## src/rtl/serial_adder_pkg.sv

```systemverilog
// Shared definitions for the bit-serial mux adder: FSM encoding and counter sizing.
package serial_adder_pkg;

  typedef enum logic [1:0] {
    IDLE = 2'b00,
    RUN  = 2'b01,
    DONE = 2'b10
  } state_t;

  function automatic int cnt_width(input int w);
    return $clog2(w + 1);
  endfunction

endpackage

```

## src/rtl/mux_fa_cell.sv

```systemverilog
// One-bit full adder whose sum and carry are each a 4:1 mux selected by {a_bit, b_bit}.
module mux_fa_cell (
  input  logic a_bit,
  input  logic b_bit,
  input  logic c_in,
  output logic s,
  output logic c_out
);

  always_comb begin
    s     = c_in;
    c_out = 1'b0;
    case ({a_bit, b_bit})
      2'b00: begin
        s     = c_in;
        c_out = 1'b0;
      end
      2'b01, 2'b10: begin
        s     = ~c_in;
        c_out = c_in;
      end
      default: begin
        s     = c_in;
        c_out = 1'b1;
      end
    endcase
  end

endmodule

```

## src/rtl/serial_mux_adder.sv

```systemverilog
// Bit-serial adder/subtractor: one shared mux full-adder cell, one bit per RUN cycle,
// with a start/busy/done handshake and signed-overflow detection.
module serial_mux_adder
  import serial_adder_pkg::*;
#(
  parameter int WIDTH = 8
) (
  input  logic             clk,
  input  logic             rst,
  input  logic             start,
  input  logic             sub,
  input  logic [WIDTH-1:0] a,
  input  logic [WIDTH-1:0] b,
  input  logic             cin,
  output logic             busy,
  output logic             done,
  output logic [WIDTH-1:0] sum,
  output logic             cout,
  output logic             ovf
);

  localparam int CW = cnt_width(WIDTH);
  localparam logic [CW-1:0] LAST = CW'(WIDTH - 1);

  state_t           state;
  logic [CW-1:0]    cnt;
  logic [WIDTH-1:0] opa;
  logic [WIDTH-1:0] opb;
  logic [WIDTH-2:0] acc;
  logic             carry;
  logic             s_bit;
  logic             c_next;
  logic [WIDTH-1:0] acc_next;

  mux_fa_cell u_cell (
    .a_bit (opa[0]),
    .b_bit (opb[0]),
    .c_in  (carry),
    .s     (s_bit),
    .c_out (c_next)
  );

  // acc keeps only WIDTH-1 bits; the final bit joins it directly into sum.
  assign acc_next = {s_bit, acc};

  always_ff @(posedge clk or posedge rst) begin
    if (rst) begin
      state <= IDLE;
      cnt   <= '0;
      opa   <= '0;
      opb   <= '0;
      acc   <= '0;
      carry <= 1'b0;
      busy  <= 1'b0;
      done  <= 1'b0;
      sum   <= '0;
      cout  <= 1'b0;
      ovf   <= 1'b0;
    end else begin
      case (state)
        IDLE, DONE: begin
          done <= 1'b0;
          if (start) begin
            opa   <= a;
            opb   <= sub ? ~b : b;
            carry <= sub ? 1'b1 : cin;
            cnt   <= '0;
            busy  <= 1'b1;
            state <= RUN;
          end else begin
            state <= IDLE;
          end
        end
        RUN: begin
          opa   <= opa >> 1;
          opb   <= opb >> 1;
          acc   <= acc_next[WIDTH-1:1];
          carry <= c_next;
          cnt   <= cnt + 1'b1;
          // On the last bit, carry still holds the carry into the MSB.
          if (cnt == LAST) begin
            sum   <= acc_next;
            cout  <= c_next;
            ovf   <= carry ^ c_next;
            busy  <= 1'b0;
            done  <= 1'b1;
            state <= DONE;
          end
        end
        default: begin
          busy  <= 1'b0;
          done  <= 1'b0;
          state <= IDLE;
        end
      endcase
    end
  end

endmodule

```

## config.mk

```make
export PLATFORM = sky130hd
export DESIGN_NAME = serial_mux_adder
export DESIGN_NICKNAME = d
export VERILOG_FILES = /design/src/rtl/serial_adder_pkg.sv /design/src/rtl/mux_fa_cell.sv /design/src/rtl/serial_mux_adder.sv
export SDC_FILE = /design/constraint.sdc
export NUM_CORES = 1
export LEC_CHECK = 0
export BUFFER_PORTS_ARGS = -buffer_cell sky130_fd_sc_hd__buf_2
export CORE_ASPECT_RATIO = 0.75
export CORE_MARGIN = 8
export CORE_UTILIZATION = 39
export CTS_CLUSTER_DIAMETER = 60
export CTS_CLUSTER_SIZE = 28
export DETAILED_ROUTE_END_ITERATION = 7
export GPL_TIMING_DRIVEN = 0
export PLACE_DENSITY = 0.62
export SYNTH_ARGS = -nofsm -noshare
export SYNTH_HDL_FRONTEND = slang
export SYNTH_SLANG_ARGS = --single-unit
```

## constraint.sdc

```tcl
create_clock -name clk -period 1.84 [get_ports clk]
set_input_delay 0.092 -clock clk [delete_from_list [all_inputs] [get_ports clk]]
set_output_delay 0.092 -clock clk [all_outputs]
set_load 0.1 [all_outputs]
```

-- Word-level counts from Yosys, hierarchy flattened
Cells that the tools add are included.
- register bits after elaboration: 42
- output and inout port bits: 12
- logic and storage cells: 50
- add/sub/neg operators: 1
- equality and inequality tests: 7
- mux-type cells: 20
- bitwise gates (word level): 3
- reduce and logical (&&, ||, !) cells: 8
- operators by type and width (operator ; count):
    case mux 8 bit (2 select lines) ; 2
    2-to-1 mux 8 bit ; 3
    2-to-1 mux 1 bit ; 8
    inverter 8 bit ; 1
    case mux 4 bit (2 select lines) ; 1
    case mux 1 bit (2 select lines) ; 3
    AND reduction 2 bit ; 3
    adder 4 x 1 -> 4 bit, second input constant ; 1
    == test 2 x 1 -> 1 bit, second input constant ; 2
    == test 2 bit, second input constant ; 2
    == test 4 x 3 -> 1 bit, second input constant ; 1
    zero test 2 bit ; 2
    2-to-1 mux 4 bit ; 1
    != test 2 bit, second input constant ; 2
    case mux 2 bit (2 select lines) ; 1
    OR reduction 2 bit ; 2
    2-to-1 mux 2 bit ; 1
    nonzero test 2 bit ; 1
    inverter 1 bit ; 1
    XOR 1 bit ; 1

-- Longest topological paths before layout
- word-level depth: 4
- depth in mapped cells: 5

-- Hierarchy
Synthesis repeated with hierarchy kept, for this count alone.
- cells, all modules: 130
- area, all modules: 1766.7 µm²
- modules (own cells, without submodules) (module ; times used ; cells an instance ; area each (µm²) ; seq. area each (µm²)):
    serial_mux_adder ; 1 ; 129 ; 1746.7 ; 1026.0
    mux_fa_cell ; 1 ; 1 ; 20.0 ; 0.0

-- Least setup slack after synthesis
No wires, ideal clock.
- path type: reg2reg
- start point: reg state[1]
- end point: reg opb[1]
- library setup time: 0.126 ns
- data arrival time: 1.763 ns
- path slack: -0.049 ns
- cell stages (with the launch flop): 5
- clock period less this slack: 1.889 ns
- cells stage by stage: dfrtp_1 and2b_1 buf_6 buf_6 a221o_1
- cells in the longest elaborated chain, start to end: 4
- elaborated cells between the ends (all ways): 8
- classes of those cells: eq/ne (3); mux (1); reduce/logical (4)
- RTL lines (item ; RTL line ; RTL):
    start, declared ; serial_mux_adder.sv:25 ; state_t state;
    start signal, assigned ; serial_mux_adder.sv:48 ; state <= IDLE;
    start signal, assigned ; serial_mux_adder.sv:69 ; state <= RUN;
    start signal, assigned ; serial_mux_adder.sv:71 ; state <= IDLE;
    == test 2 bit / zero test 2 bit (equally long branches) ; serial_mux_adder.sv:60 ; case (state)
    OR reduction 2 bit ; serial_mux_adder.sv:60 ;
    != test 2 bit (no line) / nonzero test 2 bit (equally long branches) ; n/a ;
    AND reduction 2 bit (no line) ; n/a ;
    end signal, assigned ; serial_mux_adder.sv:65 ; opb <= sub ? ~b : b;
    end signal, assigned ; serial_mux_adder.sv:76 ; opb <= opb >> 1;
    end, declared ; serial_mux_adder.sv:28 ; logic [WIDTH-1:0] opb;
Parallel ways exist; a longest one is shown, timed or not.
A chain may end at the register's enable or synchronous reset.

-- Worst setup path in the final report
- start point: reg cnt[0]
- end point: reg ovf
- cells in the longest elaborated chain, start to end: 2
- RTL lines (item ; RTL line ; RTL):
    start, declared ; serial_mux_adder.sv:26 ; logic [CW-1:0] cnt;
    start signal, assigned ; serial_mux_adder.sv:79 ; cnt <= cnt + 1'b1;
    == test 4 x 3 -> 1 bit ; serial_mux_adder.sv:81 ; if (cnt == LAST) begin
    AND reduction 2 bit (no line) ; n/a ;
    end signal, assigned ; serial_mux_adder.sv:84 ; ovf <= carry ^ c_next;
    end, declared ; serial_mux_adder.sv:19 ; output logic ovf
No other way between the ends.

==> impl_summary.md <==
STA
Setup violations remaining at the end of the flow were counted as 0. Timing would allow up to 636 MHz. The number of hold-slack violations in the final timing report is 0. In the final timing run, aggregate negative setup slack is 0 ps.

Measured against its own limit, the worst slew margin works out to 43.6%. At the pin with the least slew margin, the transition time is 845 ps. The max-slew violation total from the final report was 0. For the final database, setup skew stands at 6.68 ps. The time the final worst path needs with I/O delays and setup is 1570 ps. Setup repair after global routing left no endpoint under its margin.

The fraction of the cycle the final worst path needs is 85.4%.

Detailed routing
The count of unresolved DRC violations after routing is 0. Using the TritonRoute via totals, the vias-per-cell ratio works out to 5.17. The number of design-rule violations left by the first detailed-router iteration is 104.

The detailed-route via count is 1308. Dividing the detail-routed wire length by the instance count gives 15.0 microns. The total wire length is 3810 microns. The remaining antenna violation count is 0. The detailed-routing iteration count for the pre-antenna-repair pass is 4.

Worst hold path
The path type of the worst min-delay path is primary input to flop.

Placement
The HPWL after detailed placement is 2750 microns. The port buffer count is 31. The placer congestion estimate is 0.700. The standard cell area after detailed placement is 2020 sq um.

Critical path
The critical path arrival is 1740 ps. The critical path is of the flop to flop type. Together, buffers and inverters on the worst path number 1. The kind of launch point of the worst setup path is a flop.

In this run the worst path has a maximum fanout of 10. The required arrival time at the worst endpoint is 2010 ps. The critical path's largest stage delay is 400 ps.

The setup slack on the worst flop-to-flop path is 270 ps. The largest individual stage delay along the critical path comes from the cell sky130_fd_sc_hd__dfrtp_1. The family with the most delay on the worst path is flip-flops. STA classifies the critical path endpoint as a flop. The signal on the critical path passes through ha_1 -> nand3b_1 -> nor2_4 -> buf_6 -> mux2_1.

Layout
In the final layout, the share of cells above drive strength 1 is 26.5%. Compared with the post-synthesis result, the final layout area differs by 18.0%. Leaving out fill and tap cells, the most frequent cells in the layout are 40 x sky130_fd_sc_hd__dfrtp_1, 35 x sky130_fd_sc_hd__buf_2, 32 x sky130_fd_sc_hd__nand2_1. At the end of the flow the core is filled with cells to 47.8%. The antenna diode count is 0.

The number of nets in the final layout is 219. The most frequent standard cell in the layout excluding fill and tap cells is sky130_fd_sc_hd__dfrtp_1. After routing the design area is 2120 sq um.

Synth
The sequential cell area fraction in the yosys report is 57.1%. The number of standard cells after synthesis is 157. Synthesis inferred 41 register bits. The average cell area after synthesis is 11.4 sq um.

In the post-synthesis netlist, the biggest area contributors are sky130_fd_sc_hd__dfrtp_1 57%, sky130_fd_sc_hd__nand2_1 6.7%, sky130_fd_sc_hd__mux2_1 5.6%. The share of the synthesized area in the top cell type is 57.1%. During synthesis, Yosys emitted a total of 0 warnings. After synthesis the cells add up to 1800 sq um. The post-synthesis net count is 180. The unique cell type count in the Yosys netlist is 30. The biggest area consumer among synthesized cells is sky130_fd_sc_hd__dfrtp_1.

Floorplanning
In this run the count of I/O pins placed on the die edge is 33. The die height is 74.8 microns. The total area inside the core boundary comes to 4440 sq um. The die area is 7060 sq um. The initial utilization of the core area, before any placement, comes to 40.5%. Row generation in the floorplan step produced 21 rows.

In this run the horizontal extent of the chip is 94.4 microns.

Clock network
Clock-pin slew was measured on the worst setup and hold paths at 70 ps. The number of hold buffers added after CTS was 1. The clock tree buffer depth is 2. The post-cts gate resize count is 0. The clock tree from TritonCTS is done. The insertion delay of the later-clocked pin in the worst-skew pair is 290 ps. TritonCTS created 5 clock buffers. Once the clock tree was built, the setup fixing pass inserted 0 buffers.

The buffer type at the clock tree root is sky130_fd_sc_hd__clkbuf_8. The CTS sink count is 41. The clock tree synthesis step divided the H-tree into 2 levels.

Global route
The total congestion overflow after global routing is 0. For this run, the total global-route usage over all layers was measured as 12.4%. The maximum number of pins on one net before global-route repair is 42.

The first global-routing pass estimated 6810 microns of wire. The via count of the first global-routing pass was 1450. The number of antenna violations at the first check in global routing is 0.

Power and ir drop
The total power draw is 4390 uW. The worst-case IR drop observed on VDD is 1.27 mV. The total power per unit cell area is 2070 nW/um^2. For this design the static power due to leakage is 0.00105 uW.

Status
The flow ran to the end, and the final reports show no timing, DRC or antenna violations.

Flow run
The count of max-cap constraint violations is 0.
==> per-stage QoR <==
| step | instances | hold WS (ps) | setup WS (ps) |
|---|---|---|---|
| after floorplan | 157 | 220 | 183 |
| after global placement | 245 | 308 | 199 |
| after detailed placement | 245 | 313 | 276 |
| after CTS | 253 | 8.26 | 254 |
| after global routing | 253 | 25.0 | 146 |
| final | 253 | 18.9 | 268 |
==> path summary, 6_finish.rpt <==
kind / from / cells past startpoint / end
min in group asynchronous: rst / 3 / sum[0]
hold / removal: a[6] / 3 / opa[6]
hold reg to reg: sum[3] / 1 / sum[3]
setup / recovery: cnt[0] / 5 / ovf
max in group asynchronous: rst / 3 / state[1]
setup reg to reg: cnt[0] / 5 / ovf
==> per-layer routing <==
metal | global-route usage, % | part of all wire (%) | up-vias
li1 | - | - | 613
met1 | 15.3 | 49 | 661
met2 | 19.9 | 45 | 27
met3 | 2.69 | 3.7 | 7
met4 | 6.83 | 2.3 | 0
met5 | 0 | 0 | -
==> state kept, by name, indices dropped and copies added, names as in the netlist <==
name   count
sum        8
opb        8
busy       1
ovf        1
carry      1
state      2
cnt        4
acc        7
opa        8
cout       1
==> cell type report <==
cell class                      count  area [sq um]
Timing Repair Buffer               32           165
Sequential cell                    41          1030
Clock buffer                        7          86.3
Fill cell                         403          2320
Inverter                            1          3.75
Multi-Input combinational cell    104           683
Buffer                             11          83.8
Tap cell                           57          71.3
==> power by group <==
group,internal (uW),switching (uW),total [uW]
registers,1310,261,1570
clock network,298,298,595
logic,667,1550,2220
==> worst min-delay path, cell delays in order <==
cell and delay (ps):
sky130_fd_sc_hd__buf_2 70, sky130_fd_sc_hd__a22oi_1 60, sky130_fd_sc_hd__nand2_1 60
==> cells by family (layout without fill, tap and decap cells) <==
group	count (synthesis)	count (layout)	share of synthesized area (%)
AOI/OAI and AO/OA	22	22	10.0
xor gates and xnor gates	9	9	4.39
adders and majority gates	2	2	1.81
buffers and inverters	12	51	4.87
DFF	41	41	57.1
muxes	11	11	6.82
and+or+nand+nor	60	60	15.0
==> cells in the mapped netlist, drive strengths merged <==
master,number
dfrtp,41
nand2,32
nor2,12
buf,10
mux2,10
a221o,8
nand3,8
a22oi,7
xnor2,7
a22o,3
nand2b,3
nand3b,2
o21ai,2
xor2,2
a21oi,1
a31oi,1
and2b,1
clkbuf,1
fa,1
ha,1
inv,1
mux2i,1
nand4,1
nor2b,1
Power figures use the tool's default switching activity.
